File: src/rtl/branch_resolver.sv
// RV64I branch/jump resolver: two-stage valid/ready pipeline producing taken, target
// and link results, with saturating resolved/taken/mispredict statistics.
module branch_resolver #(
  parameter int XLEN  = 64,
  parameter int CNT_W = 32
) (
  input  logic             clk,
  input  logic             reset,
  input  logic             in_valid,
  output logic             in_ready,
  input  logic [2:0]       funct3,
  input  logic             is_jal,
  input  logic             is_jalr,
  input  logic             pred_taken,
  input  logic [XLEN-1:0]  pc,
  input  logic [XLEN-1:0]  rs1,
  input  logic [XLEN-1:0]  rs2,
  input  logic [XLEN-1:0]  imm,
  output logic             out_valid,
  input  logic             out_ready,
  output logic             taken,
  output logic [XLEN-1:0]  target,
  output logic [XLEN-1:0]  link,
  output logic             mispredict,
  output logic             misaligned,
  output logic             illegal,
  output logic [CNT_W-1:0] cnt_branch,
  output logic [CNT_W-1:0] cnt_taken,
  output logic [CNT_W-1:0] cnt_mispred
);

  logic            s1_valid;
  logic [2:0]      s1_funct3;
  logic            s1_is_jal;
  logic            s1_is_jalr;
  logic            s1_pred_taken;
  logic [XLEN-1:0] s1_pc;
  logic [XLEN-1:0] s1_rs1;
  logic [XLEN-1:0] s1_rs2;
  logic [XLEN-1:0] s1_imm;

  logic            s2_advance;
  logic            out_fire;
  logic            eq;
  logic            lt;
  logic            ltu;
  logic            cond;
  logic            nxt_taken;
  logic            nxt_illegal;
  logic [XLEN-1:0] nxt_target;
  logic [XLEN-1:0] nxt_link;
  logic [XLEN-1:0] jalr_sum;

  // The output register can take a new result when it is empty or being drained.
  assign s2_advance = !out_valid || out_ready;
  assign in_ready   = !s1_valid || s2_advance;
  assign out_fire   = out_valid && out_ready;

  function automatic logic [CNT_W-1:0] sat_inc(input logic [CNT_W-1:0] value,
                                               input logic inc);
    return (inc && (value != '1)) ? value + CNT_W'(1) : value;
  endfunction

  // NOTE: every signal written here gets a default first, so no path leaves a latch.
  always_comb begin
    eq          = (s1_rs1 == s1_rs2);
    lt          = ($signed(s1_rs1) < $signed(s1_rs2));
    ltu         = (s1_rs1 < s1_rs2);
    cond        = 1'b0;
    nxt_illegal = 1'b0;
    case (s1_funct3)
      3'd0:    cond = eq;
      3'd1:    cond = !eq;
      3'd4:    cond = lt;
      3'd5:    cond = !lt;
      3'd6:    cond = ltu;
      3'd7:    cond = !ltu;
      default: nxt_illegal = 1'b1;
    endcase

    jalr_sum = s1_rs1 + s1_imm;
    nxt_link = s1_pc + XLEN'(4);
    if (s1_is_jalr) begin
      nxt_taken   = 1'b1;
      nxt_illegal = 1'b0;
      nxt_target  = {jalr_sum[XLEN-1:1], 1'b0};
    end else if (s1_is_jal) begin
      nxt_taken   = 1'b1;
      nxt_illegal = 1'b0;
      nxt_target  = s1_pc + s1_imm;
    end else begin
      nxt_taken   = cond;
      nxt_target  = cond ? (s1_pc + s1_imm) : nxt_link;
    end
  end

  // NOTE: state updates use non-blocking assignments so every register samples pre-edge values.
  always_ff @(posedge clk) begin
    if (reset) begin
      s1_valid      <= 1'b0;
      s1_funct3     <= '0;
      s1_is_jal     <= 1'b0;
      s1_is_jalr    <= 1'b0;
      s1_pred_taken <= 1'b0;
      s1_pc         <= '0;
      s1_rs1        <= '0;
      s1_rs2        <= '0;
      s1_imm        <= '0;
      out_valid     <= 1'b0;
      taken         <= 1'b0;
      target        <= '0;
      link          <= '0;
      mispredict    <= 1'b0;
      misaligned    <= 1'b0;
      illegal       <= 1'b0;
      cnt_branch    <= '0;
      cnt_taken     <= '0;
      cnt_mispred   <= '0;
    end else begin
      if (out_fire) begin
        cnt_branch  <= sat_inc(cnt_branch, 1'b1);
        cnt_taken   <= sat_inc(cnt_taken, taken);
        cnt_mispred <= sat_inc(cnt_mispred, mispredict);
      end

      if (s2_advance) begin
        out_valid <= s1_valid;
        if (s1_valid) begin
          taken      <= nxt_taken;
          target     <= nxt_target;
          link       <= nxt_link;
          mispredict <= nxt_taken ^ s1_pred_taken;
          misaligned <= nxt_taken && (nxt_target[1:0] != 2'b00);
          illegal    <= nxt_illegal;
        end
      end

      if (in_ready) begin
        s1_valid <= in_valid;
        if (in_valid) begin
          s1_funct3     <= funct3;
          s1_is_jal     <= is_jal;
          s1_is_jalr    <= is_jalr;
          s1_pred_taken <= pred_taken;
          s1_pc         <= pc;
          s1_rs1        <= rs1;
          s1_rs2        <= rs2;
          s1_imm        <= imm;
        end
      end
    end
  end

endmodule

File: config.mk
export PLATFORM = sky130hd
export DESIGN_NAME = branch_resolver
export DESIGN_NICKNAME = d
export VERILOG_FILES = /design/src/rtl/branch_resolver.sv
export SDC_FILE = /design/constraint.sdc
export NUM_CORES = 2
export LEC_CHECK = 0
export BUFFER_PORTS_ARGS = -buffer_cell sky130_fd_sc_hd__buf_2
export CORE_UTILIZATION = 50
export CTS_CLUSTER_SIZE = 30
export DETAILED_ROUTE_END_ITERATION = 10
export PLACE_DENSITY = 0.72
export SYNTH_ARGS = -nofsm -noshare
export SYNTH_HDL_FRONTEND = slang
export SYNTH_SLANG_ARGS = --single-unit
File: constraint.sdc
create_clock -name clk -period 9.4 [get_ports clk]
set_input_delay 1.88 -clock clk [delete_from_list [all_inputs] [get_ports clk]]
set_output_delay 1.88 -clock clk [all_outputs]
set_load 0.03 [all_outputs]
==> results.tsv <==
stage	metric	value	unit
yosys	Mapped Cells	3775	
sta	Final Cycle Share	49.3	%
placed_design	port bufs	495	
pwr	Pwr Density	166	mW/mm²
cells_and_area	multi-input logic area	0.0176	mm²
clock_network	number of CTS-inserted buffers	53	
yosys	Yosys reg bits	492	
sta	FMAX	216	MHz
setup_path	Worst setup EP type	output pin	
routing	drt wl/cell	20.1	µm
routing	Vias	28560	
sta	final worst slack	4.77	ns
clock_network	post-CTS sizing	0	
yosys	top cells by area, synth	dfxtp_1, nand2_1, a21oi_1	
routing	Avg Vias per Cell	5.78	
routing	drt pass-1 iters	5	
setup_path	largest stage delay on the critical path	0.33	ns
setup_path	CP delay by family, top	simple AND/OR/NAND/NOR gates	
placed_design	pre-CTS setup slack	4.75	ns
sta	Tmin final	4.63	ns
yosys	Async SR Flop Fraction	0	%
cells_and_area	Nets	4597	
setup_path	crit path cell chain	buf_2 -> nor2b_1 -> nand2_1 -> buf_2	
global_route	Overall Global Routing Usage	32.9	%
setup_path	Worst Path Required	7.52	ns
yosys	Avg Inst Size Synth	7.59	µm²
setup_path	Crit. Startpoint	out_ready	
cells_and_area	Layout area overhead	16.3	%
pwr	maximum VDD drop	204	µV
setup_path	Crit Path Max Fanout	5	
yosys	sequential share of the synthesized area	34.4	%
global_route	antenna violations before repair	5	
floorplanning	Die H	241	µm
sta	Hold Worst Slack	0.452	ns
floorplanning	core box area	0.0565	mm²
clock_network	worst skew pair latency	0.63	ns
floorplanning	Die X	241	µm
sta	Total Neg Setup Slack	0	ns
global_route	vias in the first global route	25267	
routing	DRC Markers	0	
clock_network	Post-CTS Setup Inserts	0	
setup_path	Critical R2R Launch	s1_rs2[58]	
yosys	Unique masters post-synth	93	
cells_and_area	commonest cells after routing, fill and taps aside	nand2_1, buf_2, dfxtp_1, a21oi_1, nor2_1	
cells_and_area	fill cell count	5350	
yosys	Syn Nets	4236	
cells_and_area	Sequential Area	0.00985	mm²
job	max cap viols	0	
floorplanning	die area	0.0582	mm²
routing	wirelength, routed	99.4	mm
sta	unrepaired setup endpoints after global routing	false	
clock_network	CTS Hold Buffers Added	0	
sta	max-slew violations	0	
setup_path	Crit Path Category	in -> out	
routing	Final ANT Viol Nets	0	
yosys	Post-synth EDFFs	0	
outcome	status	finished clean	
placed_design	GP Congestion	0.994	
hold_path	worst hold-check path type	reg -> reg	
sta	Worst-Margin Slew	1.26	ns
sta	Final Hold Fails	0	
placed_design	# placed instances	4837	
cells_and_area	fin util	59.0	%
yosys	Cell Area, Synth	0.0286	mm²
yosys	post-synth top area share	34.4	%
setup_path	CP dominant cell by count	buf_2	
global_route	remaining global-route overflow	0	
placed_design	Placed Instance Area	0.0314	mm²
floorplanning	row count	87	
clock_network	H-tree level count	2	
setup_path	Slowest-stage cell, CP	nor2b_1	
yosys	top_reg_cell synth	dfxtp_1	
global_route	first-pass GRT wire length	148	mm
setup_path	crit path DAT	2.75	ns
clock_network	CTS Buffer Depth	3	
placed_design	HPWL Detailed	76.0	mm
sta	clock skew	0.0277	ns
global_route	largest net degree at the start of global routing	219	
floorplanning	Starting Density	50.7	%
floorplanning	I/O pin cnt	496	
clock_network	CTS clk-pin slew, worst paths	0.06	ns
sta	endpoints failing setup	0	
yosys	Synth area leader	dfxtp_1	
cells_and_area	Finished Layout Cells	4941	
setup_path	Buffers & Inverters on Critical Path	2	
clock_network	Root Driver	clkbuf_16	
clock_network	Sink Count	492	
clock_network	TritonCTS clock tree	yes	
cells_and_area	post-route cell area	0.0333	mm²
setup_path	startpoint types	input port	
cells_and_area	layout cell share with drive strength beyond 1	15.5	%
pwr	LEAKAGE	14.4	nW
routing	DRT iter0 DRCs	2763	
cells_and_area	most common cell after layout, fill and taps aside	nand2_1	
yosys	Yosys Warn Count	0	
sta	slew margin rel.	15.3	%
hold_path	worst hold start	s1_rs2[21]	
pwr	Pwr Total	5.53	mW
==> layout make-up <==
class | count | share of cell area [%]
well taps | 756 | 2.84
clock inverters | 34 | 1.39
diodes | 5 | 0.0376
inverters | 105 | 1.18
repair buffers | 513 | 7.91
clock buffers | 65 | 4.39
flip-flops and latches | 492 | 29.6
multi-input cells | 2971 | 52.7
==> state kept, by name (all words and copies together), names as in the netlist <==
register       cells
s1_is_jal          1
target            64
mispredict         1
s1_is_jalr         1
s1_pc             64
link              64
cnt_branch        32
misaligned         1
illegal            1
taken              1
cnt_mispred       32
s1_valid           1
s1_rs1            64
s1_rs2            64
s1_imm            64
out_valid          1
cnt_taken         32
s1_pred_taken      1
s1_funct3          3
==> tightest hold or removal path: stages (launching register included) <==
cell and delay, ns:
dfxtp_1 0.30, nand2_1 0.05, a21oi_1 0.05
==> cell usage after synthesis, types with 36 or more instances <==
master and count:
nand2_1 793, dfxtp_1 492, a21oi_1 485, nor2_1 315, ha_1 193, clkbuf_1 184
o21ai_0 158, xor2_1 149, xnor2_1 114, inv_1 103, nand3_1 87, nand4_1 85
a211oi_1 78, a21o_1 60, nor3_1 55, and3_1 36
==> logic make-up (layout without fill, tap and decap cells) <==
logic type | Yosys count | count (layout) | synth area share, %
muxes | 25 | 25 | 0.891
other | 0 | 5 | 0
xor gates and xnor gates | 263 | 263 | 8.04
adders and majority gates | 195 | 195 | 8.57
and+or+nand+nor | 1500 | 1500 | 22.9
AOI/OAI and AO/OA | 988 | 988 | 20.8
DFF | 492 | 492 | 34.4
buffers and inverters | 312 | 717 | 4.38
==> final timing paths <==
path | endpoint | slack, ns | depth (start not counted)
hold / removal | s1_rs2[21] | 0.45 | 2
setup reg to reg | target[54] | 5.04 | 13
hold reg to reg | s1_rs2[21] | 0.45 | 2
setup / recovery | in_ready | 4.77 | 4
==> layer usage <==
layer  wire [µm]  track usage (%)  vias up
li1            -                -    13903
met5           0                0        -
met4        2550             9.23        0
met1       46200             50.4    13305
met3        9440             5.09      133
met2       41300             47.0     1219
==> power breakdown <==
| part | internal, mW | switching (mW) | total (mW) | leakage (nW) |
|---|---|---|---|---|
| sequential | 2.19 | 0.115 | 2.30 | 4.03 |
| clock | 1.36 | 0.936 | 2.30 | 0.928 |
| combinational | 0.319 | 0.616 | 0.935 | 9.45 |
| total | 3.87 | 1.67 | 5.53 | 14.4 |
Power figures use the tool's default switching activity.
